$ cat src/rtl/multdiv_sequencer.sv
// Sequencer for the iterative multiply/divide unit: launch, wait with watchdog, single writeback.
// Define MULTDIV_SEQ_PERF_EN to add the perf_ops / perf_stall_cycles counters.
module multdiv_sequencer #(
  parameter int unsigned MAX_CYCLES   = 40,
  parameter int unsigned RSTATUS_REG  = 30,
  parameter int unsigned MUL_EXC_CODE = 4,
  parameter int unsigned DIV_EXC_CODE = 5
) (
  input  logic        clock,
  input  logic        reset_n,
  input  logic        start_mul,
  input  logic        start_div,
  input  logic        flush,
  input  logic [31:0] operand_a,
  input  logic [31:0] operand_b,
  input  logic [4:0]  rd_in,
  output logic        md_ctrl_mult,
  output logic        md_ctrl_div,
  output logic [31:0] md_operand_a,
  output logic [31:0] md_operand_b,
  input  logic [31:0] md_result,
  input  logic        md_exception,
  input  logic        md_ready,
  output logic        stall,
  output logic        busy,
  output logic        wb_valid,
  output logic [4:0]  wb_rd,
  output logic [31:0] wb_data
`ifdef MULTDIV_SEQ_PERF_EN
  ,
  output logic [31:0] perf_ops,
  output logic [31:0] perf_stall_cycles
`endif
);

  typedef enum logic [1:0] {S_IDLE, S_LAUNCH, S_WAIT, S_WB} state_e;

  localparam int unsigned    CW         = $clog2(MAX_CYCLES + 1);
  localparam logic [CW-1:0]  CNT_LAST   = CW'(MAX_CYCLES - 1);
  localparam logic [4:0]     STATUS_IDX = 5'(RSTATUS_REG);
  localparam logic [31:0]    MUL_EXC    = 32'(MUL_EXC_CODE);
  localparam logic [31:0]    DIV_EXC    = 32'(DIV_EXC_CODE);

  state_e        state_q;
  logic          op_div_q;
  logic [4:0]    rd_q;
  logic [31:0]   op_a_q, op_b_q;
  logic [CW-1:0] cnt_q;
  logic          mult_q, div_q, stall_q, busy_q;
  logic          wb_valid_q;
  logic [4:0]    wb_rd_q;
  logic [31:0]   wb_data_q;

  logic start_ok;
  logic wait_exc;

  assign start_ok = (start_mul | start_div) & ~flush;
  // A timeout leaves md_ready low, which by itself marks the result as an exception.
  assign wait_exc = ~md_ready | md_exception;

  // The IDLE term must be combinational so the issuing instruction is held in its own cycle.
  assign stall = stall_q | ((state_q == S_IDLE) & start_ok);

  always_ff @(posedge clock or negedge reset_n) begin
    if (!reset_n) begin
      state_q    <= S_IDLE;
      op_div_q   <= 1'b0;
      rd_q       <= '0;
      op_a_q     <= '0;
      op_b_q     <= '0;
      cnt_q      <= '0;
      mult_q     <= 1'b0;
      div_q      <= 1'b0;
      stall_q    <= 1'b0;
      busy_q     <= 1'b0;
      wb_valid_q <= 1'b0;
      wb_rd_q    <= '0;
      wb_data_q  <= '0;
    end else begin
      // NOTE: non-blocking throughout so every register samples pre-edge values; the defaults
      // below are overridden later in the same block, giving one-cycle pulses without latches.
      mult_q     <= 1'b0;
      div_q      <= 1'b0;
      wb_valid_q <= 1'b0;
      wb_rd_q    <= '0;
      wb_data_q  <= '0;
      unique case (state_q)
        S_IDLE: begin
          if (start_ok) begin
            state_q  <= S_LAUNCH;
            op_div_q <= ~start_mul;
            rd_q     <= rd_in;
            op_a_q   <= operand_a;
            op_b_q   <= operand_b;
            mult_q   <= start_mul;
            div_q    <= ~start_mul;
            stall_q  <= 1'b1;
            busy_q   <= 1'b1;
          end
        end
        S_LAUNCH: begin
          cnt_q <= '0;
          if (flush) begin
            state_q <= S_IDLE;
            stall_q <= 1'b0;
            busy_q  <= 1'b0;
          end else begin
            state_q <= S_WAIT;
          end
        end
        S_WAIT: begin
          if (flush) begin
            state_q <= S_IDLE;
            stall_q <= 1'b0;
            busy_q  <= 1'b0;
          end else if (md_ready || cnt_q == CNT_LAST) begin
            state_q <= S_WB;
            stall_q <= 1'b0;
            if (wait_exc) begin
              wb_valid_q <= 1'b1;
              wb_rd_q    <= STATUS_IDX;
              wb_data_q  <= op_div_q ? DIV_EXC : MUL_EXC;
            end else begin
              wb_valid_q <= (rd_q != 5'd0);
              wb_rd_q    <= rd_q;
              wb_data_q  <= md_result;
            end
          end else begin
            cnt_q <= cnt_q + CW'(1);
          end
        end
        S_WB: begin
          state_q <= S_IDLE;
          busy_q  <= 1'b0;
        end
        default: state_q <= S_IDLE;
      endcase
    end
  end

  assign md_ctrl_mult = mult_q;
  assign md_ctrl_div  = div_q;
  assign md_operand_a = op_a_q;
  assign md_operand_b = op_b_q;
  assign busy         = busy_q;
  assign wb_valid     = wb_valid_q;
  assign wb_rd        = wb_rd_q;
  assign wb_data      = wb_data_q;

`ifdef MULTDIV_SEQ_PERF_EN
  logic [31:0] perf_ops_q, perf_stall_q;

  always_ff @(posedge clock or negedge reset_n) begin
    if (!reset_n) begin
      perf_ops_q   <= '0;
      perf_stall_q <= '0;
    end else begin
      if (state_q == S_WB) perf_ops_q <= perf_ops_q + 32'd1;
      if (stall)           perf_stall_q <= perf_stall_q + 32'd1;
    end
  end

  assign perf_ops          = perf_ops_q;
  assign perf_stall_cycles = perf_stall_q;
`endif

endmodule
$ cat config.mk
export PLATFORM = sky130hd
export DESIGN_NAME = multdiv_sequencer
export DESIGN_NICKNAME = d
export VERILOG_FILES = /design/src/rtl/multdiv_sequencer.sv
export SDC_FILE = /design/constraint.sdc
export NUM_CORES = 1
export LEC_CHECK = 0
export BUFFER_PORTS_ARGS = -buffer_cell sky130_fd_sc_hd__buf_4
export CAP_MARGIN = 20
export CORE_UTILIZATION = 48
export CTS_BUF_LIST = sky130_fd_sc_hd__clkbuf_2 sky130_fd_sc_hd__clkbuf_4 sky130_fd_sc_hd__clkbuf_8
export CTS_CLUSTER_DIAMETER = 40
export DETAILED_ROUTE_END_ITERATION = 8
export GPL_TIMING_DRIVEN = 0
export MAX_ROUTING_LAYER = met4
export PLACE_DENSITY = 0.82
export SLEW_MARGIN = 15
export SYNTH_ARGS = -nofsm -noshare
export SYNTH_HDL_FRONTEND = slang
export SYNTH_SLANG_ARGS = --single-unit
$ cat constraint.sdc
create_clock -name clock -period 2 [get_ports clock]
set_clock_uncertainty 0.05 [all_clocks]
set_input_delay 0.4 -clock clock [delete_from_list [all_inputs] [get_ports clock]]
set_output_delay 0.4 -clock clock [all_outputs]
set_load 0.01 [all_outputs]
==> results.env <==
FINAL_MAX_SLEW_VIOL_COUNT=0
CP_CELL_SEQUENCE='inv_2 > ha_4 > nor3b_2 > or2_4 > buf_6'
POSTSYNTHAREAPERCELL_UM2=14.8
SYN-NUM-NETS=419
HTREE_NUM_LEVELS=4
ROUTE.DETAILED.WL_PER_INST_UM=15.3
ROUTED_WIRELENGTH_UM=10200
GROUTE.LAYER.MET3.USAGE_PCT=6.45
GRT_START_MAX_NET_PINS=66
SYNTH_TOP_FLOP_CELL='sky130_fd_sc_hd__dfrtp_1'
CTSROOTBUFFERMASTER='sky130_fd_sc_hd__clkbuf_8'
GLOBALROUTE.TOTALOVERFLOW=0
WORST_R2R_STARTPOINT='state_q[1]'
PLACEABLECOREAREA_UM2=9200
DETAILEDROUTE.FIRSTITERATIONVIOLATIONS=47
SETUP-VIOLATIONS-FINAL=0
WORSTSETUPSTARTPOINTTYPE='flop'
DETAIL-ROUTE-ANTENNA-NETS=0
SYNTHTOLAYOUTAREAGROWTH_PCT=50.8
MAX_CLOCK_FREQ_MHz=516
COMMONEST_CELLS_AFTER_ROUTING_FILL_AND_TAPS_ASIDE='219 x sky130_fd_sc_hd__buf_4, 120 x sky130_fd_sc_hd__dfrtp_1, 69 x sky130_fd_sc_hd__mux2_2'
DIODES=0
DPL.HPWL_UM=7540
SYNTH.LIB_CELLS_USED.DISTINCT=28
NUMBER_OF_ENABLE_TYPE_REGISTER_CELLS_IN_THE_SYNTHESIZED_NETLIST=0
SYNTH_ASYNC_SR_FLOP_SHARE_PCT=100
HOLD_PATH.CLASS='in2reg'
CLOCK_SINKS=120
TIMING.CRITICAL_PATH.TO_TYPE='output pin'
CP-STARTPOINT='state_q[0]'
SYNTHCELLS=306
GLOBAL_ROUTE.USAGE.TOTAL_PCT=22.3
GRT.BUSIEST_LAYER='met2'
SYNTH_AREA_UM2=4520
PERIOD_NEEDED_NS=1.94
SYNTH_AREA_LEADERS='sky130_fd_sc_hd__dfrtp_1 66%, sky130_fd_sc_hd__mux2_2 17%, sky130_fd_sc_hd__and2_1 4.3%, sky130_fd_sc_hd__buf_6 1.7%, sky130_fd_sc_hd__nor2_1 1.5%'
FIRST_GLOBAL_VIAS=3336
DIEAREA_UM2=9810
POST-SYNTH-TOP-AREA-CELL='sky130_fd_sc_hd__dfrtp_1'
ANTENNA_VIOLATIONS_BEFORE_REPAIR=0
IO_BUFFER_COUNT=213
SIGNAL_ARRIVAL_TIME_AT_THE_WORST_ENDPOINT_NS=1.49
WORST-SLEW-PIN-TRANSITION_NS=0.515
GP_CONGESTION=0.815
TIMING.CRITICAL_PATH.SLOWEST_CELL_DELAY_NS=0.36
WORST_PATH_DOMINANT_CELL_FAMILY='simple AND/OR/NAND/NOR gates'
LAYOUT-DRIVE-GT1-SHARE_PCT=60.6
IO-PIN-COUNT=214
STD_CELL_ROWS=35
DIE_W_UM=99.1
YOSYSWARNINGCOUNT=0
CELLPOWERDENSITY_nW_PER_UM2=1370
STARTING_DENSITY_PCT=49.2
CLOCK_PATH_BUFFERS=2
RSZ0062_AT_GRT='true'
GROUTE.LAYER.MET2.USAGE_PCT=36.7
FINAL_MIN_PERIOD_OVER_CLOCK_PERIOD_PCT=96.9
VIAS=3259
VIAS_PER_CELL=4.86
P_LEAK_nW=3.45
DIE_Y_UM=99.1
TIMING.CRITICAL_PATH.SLOWEST_STAGE_CELL='sky130_fd_sc_hd__dfrtp_1'
WORST-SETUP-PATH-TYPE='reg2out'
FILLERS=635
POSTSYNTHREGISTERBITS=120
FINAL_CORE_UTIL_PCT=74.1
POWER.IR.VDD_WORST_mV=0.668
GLOBAL_ROUTE.USAGE.MET1_PCT=25.7
CLK_PIN_SLEW_NS=0.07
GRT_PASS1_WL_UM=16000
DRV_CAP=0
FIN_SETUP_TNS_NS=0
HOLD_VIOLATIONS=0
YOSYS.AREA.TOP_TYPE_SHARE_PCT=66.4
SEQ_AREA_FRAC_SYNTH_PCT=66.4
WORST-PATH-BUF-INV=2
INSERTION_DELAY_NS=0.41
ROUTE.DETAILED.DRC=0
SLEW_LIMIT_HEADROOM_PCT=65.7
LAYOUT.CELLS.MOST_COMMON='sky130_fd_sc_hd__buf_4'
DATA_REQUIRED_CRITICAL_PATH_NS=1.55
MIN_FROM='start_mul'
OUTCOME='complete, no violations'
TRITONCTS.NUM_BUFFERS=17
FINALNETCOUNT=659
HIGHEST_FANOUT_SEEN_ON_THE_CRITICAL_PATH=2
DETAILEDROUTE.FIRSTPASSITERATIONCOUNT=4
CTS_TREE='built'
## state kept, by name, summed over array words and instances, names as in the netlist
signal	cells
md_operand_a	32
md_operand_b	32
wb_data	32
cnt_q	6
rd_q	5
wb_rd	5
state_q	2
busy	1
md_ctrl_div	1
md_ctrl_mult	1
op_div_q	1
stall_q	1
wb_valid	1
## per-layer routing
metal | wire length, µm | up-vias | share of wire, %
met2 | 5180 | 155 | 51
met3 | 754 | 14 | 7.4
li1 | - | 1517 | -
met4 | 159 | 0 | 1.6
met1 | 4120 | 1573 | 40
met5 | 0 | - | 0
## layout make-up
cell class / instances / area, µm² / area share (%)
timing repair buffer: 223 / 1700 / 25.0
tap: 111 / 139 / 2.04
clock buffer: 18 / 248 / 3.63
sequential: 120 / 3000 / 44.0
clock inverter: 14 / 196 / 2.88
multi-input combinational: 167 / 1410 / 20.7
buffer: 11 / 96.3 / 1.41
inverter: 6 / 22.5 / 0.330
## synth_stat cells (all sizes together) (2+ instances only)
master	instances
nand2	3
nor3b	2
nor2	18
and2	31
mux2i	2
ha	5
o211ai	2
xor2	2
o21ai	4
a21oi	5
buf	9
mux2	69
o31ai	2
nor2b	3
nand2b	3
inv	6
dfrtp	120
and3	3
nand3	6
clkbuf	4
## final timing paths
path | to | slack (ns) | depth (start not counted)
max reg2reg | md_operand_a[14] | 0.13 | 7
min | md_ctrl_div | 0.11 | 2
max in group asynchronous | wb_data[10] | 0.76 | 3
min reg2reg | md_operand_a[19] | 0.46 | 1
min in group asynchronous | md_operand_b[25] | 0.46 | 2
max | stall | 0.06 | 5
## where the power goes
part,switching (W),total (W),internal (W)
clock,0.000973,0.00237,0.00140
combinational,0.00134,0.00332,0.00198
sequential,0.000412,0.00364,0.00322
total,0.00272,0.00933,0.00660
## cells by family after synthesis
| family | Yosys count | share of synthesized area [%] |
|---|---|---|
| and+or+nand+nor | 73 | 9.05 |
| xor gates and xnor gates | 2 | 0.387 |
| adders and majority gates | 5 | 1.38 |
| muxes | 71 | 17.6 |
| DFF | 120 | 66.4 |
| AOI/OAI and AO/OA | 16 | 2.24 |
| buffers and inverters | 19 | 2.91 |
## through the flow
stage / hold WS (ns) / setup WS [ns] / cells / area, µm² / total power [W]
after floorplan: 0.0544 / 0.113 / 306 / 4520 / 0.00526
after global placement: 0.429 / -0.126 / 630 / 6260 / 0.00676
after detailed placement: 0.345 / -0.152 / 631 / 6290 / 0.00688
after CTS: 0.0836 / -0.0583 / 670 / 6810 / 0.00939
after global routing: 0.0828 / -0.0219 / 670 / 6820 / 0.00982
final: 0.110 / 0.0618 / 670 / 6820 / 0.00933
## repair_timing
| action | in CTS | in global routing |
|---|---|---|
| hold buffers | 1 | 0 |
| endpoints found under the hold margin | 55 | 0 |
| pin swaps | 1 | 0 |
| setup endpoints to repair | 2 | 52 |
| gates resized for setup | 6 | 6 |
| buffers inserted | 7 | 1 |
Note: power is estimated with default switching activity, not from simulation.
